## config.mk

```make
export PLATFORM = sky130hd
export DESIGN_NAME = tt_diff_reduce
export DESIGN_NICKNAME = d
export VERILOG_FILES = /design/src/rtl/tt_pkg.sv /design/src/rtl/tt_diff_reduce.sv
export SDC_FILE = /design/constraint.sdc
export NUM_CORES = 1
export LEC_CHECK = 0
export ABC_CLOCK_PERIOD_IN_PS = 4300
export CORE_MARGIN = 2
export CORE_UTILIZATION = 37
export DETAILED_ROUTE_END_ITERATION = 6
export GPL_ROUTABILITY_DRIVEN = 0
export PLACE_DENSITY = 0.9
export SYNTH_ARGS = -nofsm -noshare
export SYNTH_HDL_FRONTEND = slang
export SYNTH_SLANG_ARGS = --single-unit
```

## constraint.sdc

```tcl
create_clock -name vclk -period 4.3
set_input_delay 0.645 -clock vclk [all_inputs]
set_output_delay 0.645 -clock vclk [all_outputs]
set_load 0.05 [all_outputs]
```

## src/rtl/tt_pkg.sv

```systemverilog
// Shared types and helpers for the truth-table harness stages.
package tt_pkg;

  typedef enum logic [1:0] {
    IDLE,
    SETTLE,
    CHECK
  } state_e;

  // Widest table any harness stage builds (8-input gate).
  localparam int TT_W_MAX = 256;

  function automatic int tt_width(input int nInputs);
    return 1 << nInputs;
  endfunction

  function automatic int popcount(input logic [TT_W_MAX-1:0] x);
    int c;
    c = 0;
    for (int i = 0; i < TT_W_MAX; i++) begin
      c += int'(x[i]);
    end
    return c;
  endfunction

  // Index of the lowest set bit, or 0 when nothing is set.
  function automatic int lowest_set_index(input logic [TT_W_MAX-1:0] x);
    int idx;
    idx = 0;
    for (int i = TT_W_MAX - 1; i >= 0; i--) begin
      if (x[i]) begin
        idx = i;
      end
    end
    return idx;
  endfunction

endpackage

```

## src/rtl/tt_diff_reduce.sv

```systemverilog
// Compares a captured truth table with the expected one and summarises the differences.
module tt_diff_reduce
  import tt_pkg::*;
#(
  parameter int N_INPUTS = 4
) (
  input  logic [2**N_INPUTS-1:0] captured_i,
  input  logic [2**N_INPUTS-1:0] expected_i,
  output logic                   match_o,
  output logic [N_INPUTS:0]      mismatch_count_o,
  output logic [N_INPUTS-1:0]    first_mismatch_idx_o
);

  localparam int TT_W  = tt_width(N_INPUTS);
  localparam int CNT_W = N_INPUTS + 1;
  localparam int IDX_W = N_INPUTS;

  logic [TT_W-1:0]     diff;
  logic [TT_W-1:0]     diffByVec;
  logic [TT_W_MAX-1:0] diffExt;

  // Tables are stored MSB-first, so flip into vector order before searching.
  always_comb begin
    diff      = captured_i ^ expected_i;
    diffByVec = '0;
    for (int v = 0; v < TT_W; v++) begin
      diffByVec[v] = diff[TT_W-1-v];
    end
    diffExt             = '0;
    diffExt[TT_W-1:0]   = diffByVec;
  end

  assign match_o              = (diff == '0);
  assign mismatch_count_o     = CNT_W'(popcount(diffExt));
  assign first_mismatch_idx_o = IDX_W'(lowest_set_index(diffExt));

endmodule

```

# After elaboration in Yosys (flattened, before gate mapping)
# Cells that the tools add are included.
# word_totals
input_bits,32
elab_cells,33
out_inout_bits,10
register_bits,0
# op_classes
bitwise_logic,1
add_sub_neg,15
n_reduce_logical,1
mux,16
# op_table
cell,count
$mux 4,16
$add 5x1->5,11
$logic_not 16->1,1
$xor 16x16->16,1
$add 4x1->5,1
$add 3x1->4,1
$add 2x1->3,1
$add 1x1->2,1

# Logic depth before layout (Yosys ltp)
# depth
word_depth,17
ltp_mapped,14
mapped_depth_nobuf,14

# Least setup slack after synthesis
# No wires, ideal clock.
# synth_path
path_type,input -> output
from,input port expected_i[7]
to,output port mismatch_count_o[2]
path_stages,13
required_ps,3655
t_arrival_ps,4485
path_slack_ps,-830
cell_sequence,xor2_1 > inv_1 > fa_1 > inv_1 > fa_1 > fa_1 > inv_1 > fa_1 > inv_1 > ha_1 > inv_1 > fa_1 > xnor2_1
# synth_between
elab_chain_len,9
# synth_rtl
element,line_no,text
"start, declared",tt_diff_reduce.sv:8,"input logic [2**N_INPUTS-1:0] expected_i,"
$xor 16x16->16,tt_diff_reduce.sv:24,diff = captured_i ^ expected_i;
$add 5x1->5 (8 in a row),tt_pkg.sv:21,c += int'(x[i]);
"end, declared",tt_diff_reduce.sv:10,"output logic [N_INPUTS:0] mismatch_count_o,"
# No other way between the ends.

# Final worst setup path
# layout_path
from,input port expected_i[9]
to,output port mismatch_count_o[1]
# layout_between
elab_chain_len,11
# layout_rtl
element,line_no
$xor 16x16->16,tt_diff_reduce.sv:24
$add 5x1->5 (10 in a row),tt_pkg.sv:21
# No other way between the ends.

==> results list <==
- Storage cell area: 0 um^2
- Count of input and output buffers: 42
- In the finished layout, the clock tree contains a buffer count of 0.
- The first global-routing pass estimated 4.305 mm of wire.
* Library cells used by synthesis: 25
- For the pin with the worst max-slew slack, the measured transition is around 0.56 ns.
- Setup repair after global routing could not meet its margin everywhere.
- The first detailed-routing pass ran for 4 iterations.
- STA puts the critical path data arrival time at approximately 4.1 ns.
- Measured along the y axis, the die boundary spans around 49 um.
* Worst setup EP type: output port
- Maximum number of pins on one net before global-route repair: 6
- Post-Syn Area: ~740 um^2
- Compared with the post-synthesis result, the final layout area differs by 110.3%.
* Final critical delay including setup and external delays: 4.727 ns
* Run status: finished with violations
- Number of flip-flops and latches: 0
* CP most frequent cell: sky130_fd_sc_hd__inv_2
* Fmax: 211.5 MHz
* Layout cells sized above 1: 0.4713
* Violated checks: setup timing
* Chip width: 48.74 um
- Final count of negative-setup-slack endpoints: 4
- The largest total area in the synthesized netlist belongs to sky130_fd_sc_hd__fa_1.
* Net count of the mapped netlist: 137
- Detail Route Antenna Nets: 0
- The final layout contains 206 nets.
- Ratio of final minimum period to clock period: 1.099
* Mean post-synth cell area: 8.230 um^2
- Initial DRC Count: 7
- The commonest cells after synthesis are sky130_fd_sc_hd__inv_1, sky130_fd_sc_hd__xnor2_1, sky130_fd_sc_hd__fa_1.
* Yosys warns: 0
- By instance count, the leading cell after synthesis is sky130_fd_sc_hd__inv_1.
- Post-DP HPWL: 2.182 mm
* Worst Setup Slack, final: -0.4274 ns
- Across the run, the number of max-cap violations was 0.
- The slowest stage of the critical path is the sky130_fd_sc_hd__fa_1 cell.
- Proportion of synthesized chip area in sequential cells: 0
- The critical path goes through clkbuf_2 > xnor2_2 > fa_1 > inv_2 > fa_1 > fa_1 > inv_2 > fa_2 > inv_2 > ha_4 > inv_2 > fa_2 > clkinvlp_4 > buf_12.
* Via density per instance: 4.804
- In the final routed layout, each cell accounts on average for 14.20 um.
- The final hold violation count came to 0.
- In this design, the stage delay of the slowest critical-path cell is 0.57 ns.
* Fin util: 0.8105
- Relative max-transition margin: 0.6252
- Total wire length: 2.612 mm
- The die covers 2376 um^2.
- In this run the worst hold path is classified as in -> out.
- Count of boundary I/O pins: 42
* Residual DRC count: 0
* Count of cells along the worst hold path: 5
- Number of placement rows: 16
- The worst hold path begins at captured_i[2].
- Area share of the largest cell type after synthesis: 0.2432
- For this run the aggregate overflow at the end of global routing stands at 0.
* Critical Path Start: expected_i[9]
* Antenna violations before repair: 0
* Sort of element at the start of the critical path: input pin
- Worst setup path category: in -> out
- The via count of the first global-routing pass came to 929.
- The region available for standard cell placement spans 1922 um^2.
- Max Transition Viols Final: 0
- Initial core utilization: 0.3854
* Area contributors post-synth: sky130_fd_sc_hd__fa_1, sky130_fd_sc_hd__xnor2_1, sky130_fd_sc_hd__inv_1
- At the worst endpoint, the required time is 3.65 ns.
* Mapped Cells: 90
* Vias: approximately 880
- Largest fanout on the critical path: 2
- The repair_antennas step left the layout with diodes totalling 0.
- Global router's overall resource usage: 0.2256
- In this run, post-CTS hold repair placed 0 buffers.
## stage by stage
stage | hold WS, ns | instances | instance area, um^2 | TNS [ns] | setup WS (ns)
final | 2.303 | 184 | 1558 | -1.635 | -0.4274
after global routing | 2.357 | 184 | 1558 | -2.085 | -0.5336
after CTS | 2.283 | 181 | 1531 | -1.946 | -0.5398
after detailed placement | 2.270 | 176 | 1478 | -4.007 | -0.9294
after global placement | 2.256 | 176 | 1478 | -3.705 | -0.8711
after floorplan | 1.675 | 90 | 845.8 | -0.8784 | -0.2664
## area by class of cell
type	instances	area, um^2
Fill cell	128	364.1
Inverter	21	82.58
Multi-Input combinational cell	69	820.8
Tap cell	27	33.78
Timing Repair Buffer	67	620.6
## placed cells by master, fill, tap and decap left out, drive strengths merged, types with 4 or more instances in the layout
master / count
ha: 6
clkdlybuf4s50: 19
xnor2: 12
nand2: 4
xor2: 9
a21oi: 4
clkbuf: 11
fa: 9
inv: 20
buf: 34
## worst max-delay path: cells and delay by family
family                     cells  cell delay, ns
adders and majority gates      6            2.74
xor gates and xnor gates       1            0.15
buffers and inverters          7            0.55
## cell families (layout without fill, tap and decap cells)
| family | Yosys count | in the layout | synth area share |
|---|---|---|---|
| adder cells (fa/ha/maj) | 15 | 15 | 0.3446 |
| AO/OA/AOI/OAI | 15 | 15 | 0.1402 |
| XOR/XNOR | 21 | 21 | 0.2686 |
| buffers and inverters | 21 | 88 | 0.1064 |
| AND/OR/NAND/NOR | 18 | 18 | 0.1402 |
## what timing repair did
item	in CTS	in global routing
pin swaps	17	20
setup buffers	5	3
setup endpoints to repair	5	5
gates resized for setup	41	30
## routing by layer
layer  part of all wire  global-route usage  vias up
met5                  0                   0        -
met4              0.027             0.02381        0
met3              0.047             0.01852        7
met2               0.59              0.4475       34
met1               0.34              0.2681      421
li1                   -                   -      422
## worst paths after layout
check | endpoint | slack, ns
worst min-delay path | mismatch_count_o[0] | 2.30
worst max-delay path | mismatch_count_o[1] | -0.43
Power is not shown: default switching activity piles up to over one toggle a cycle in this logic, so the estimate is an artifact.
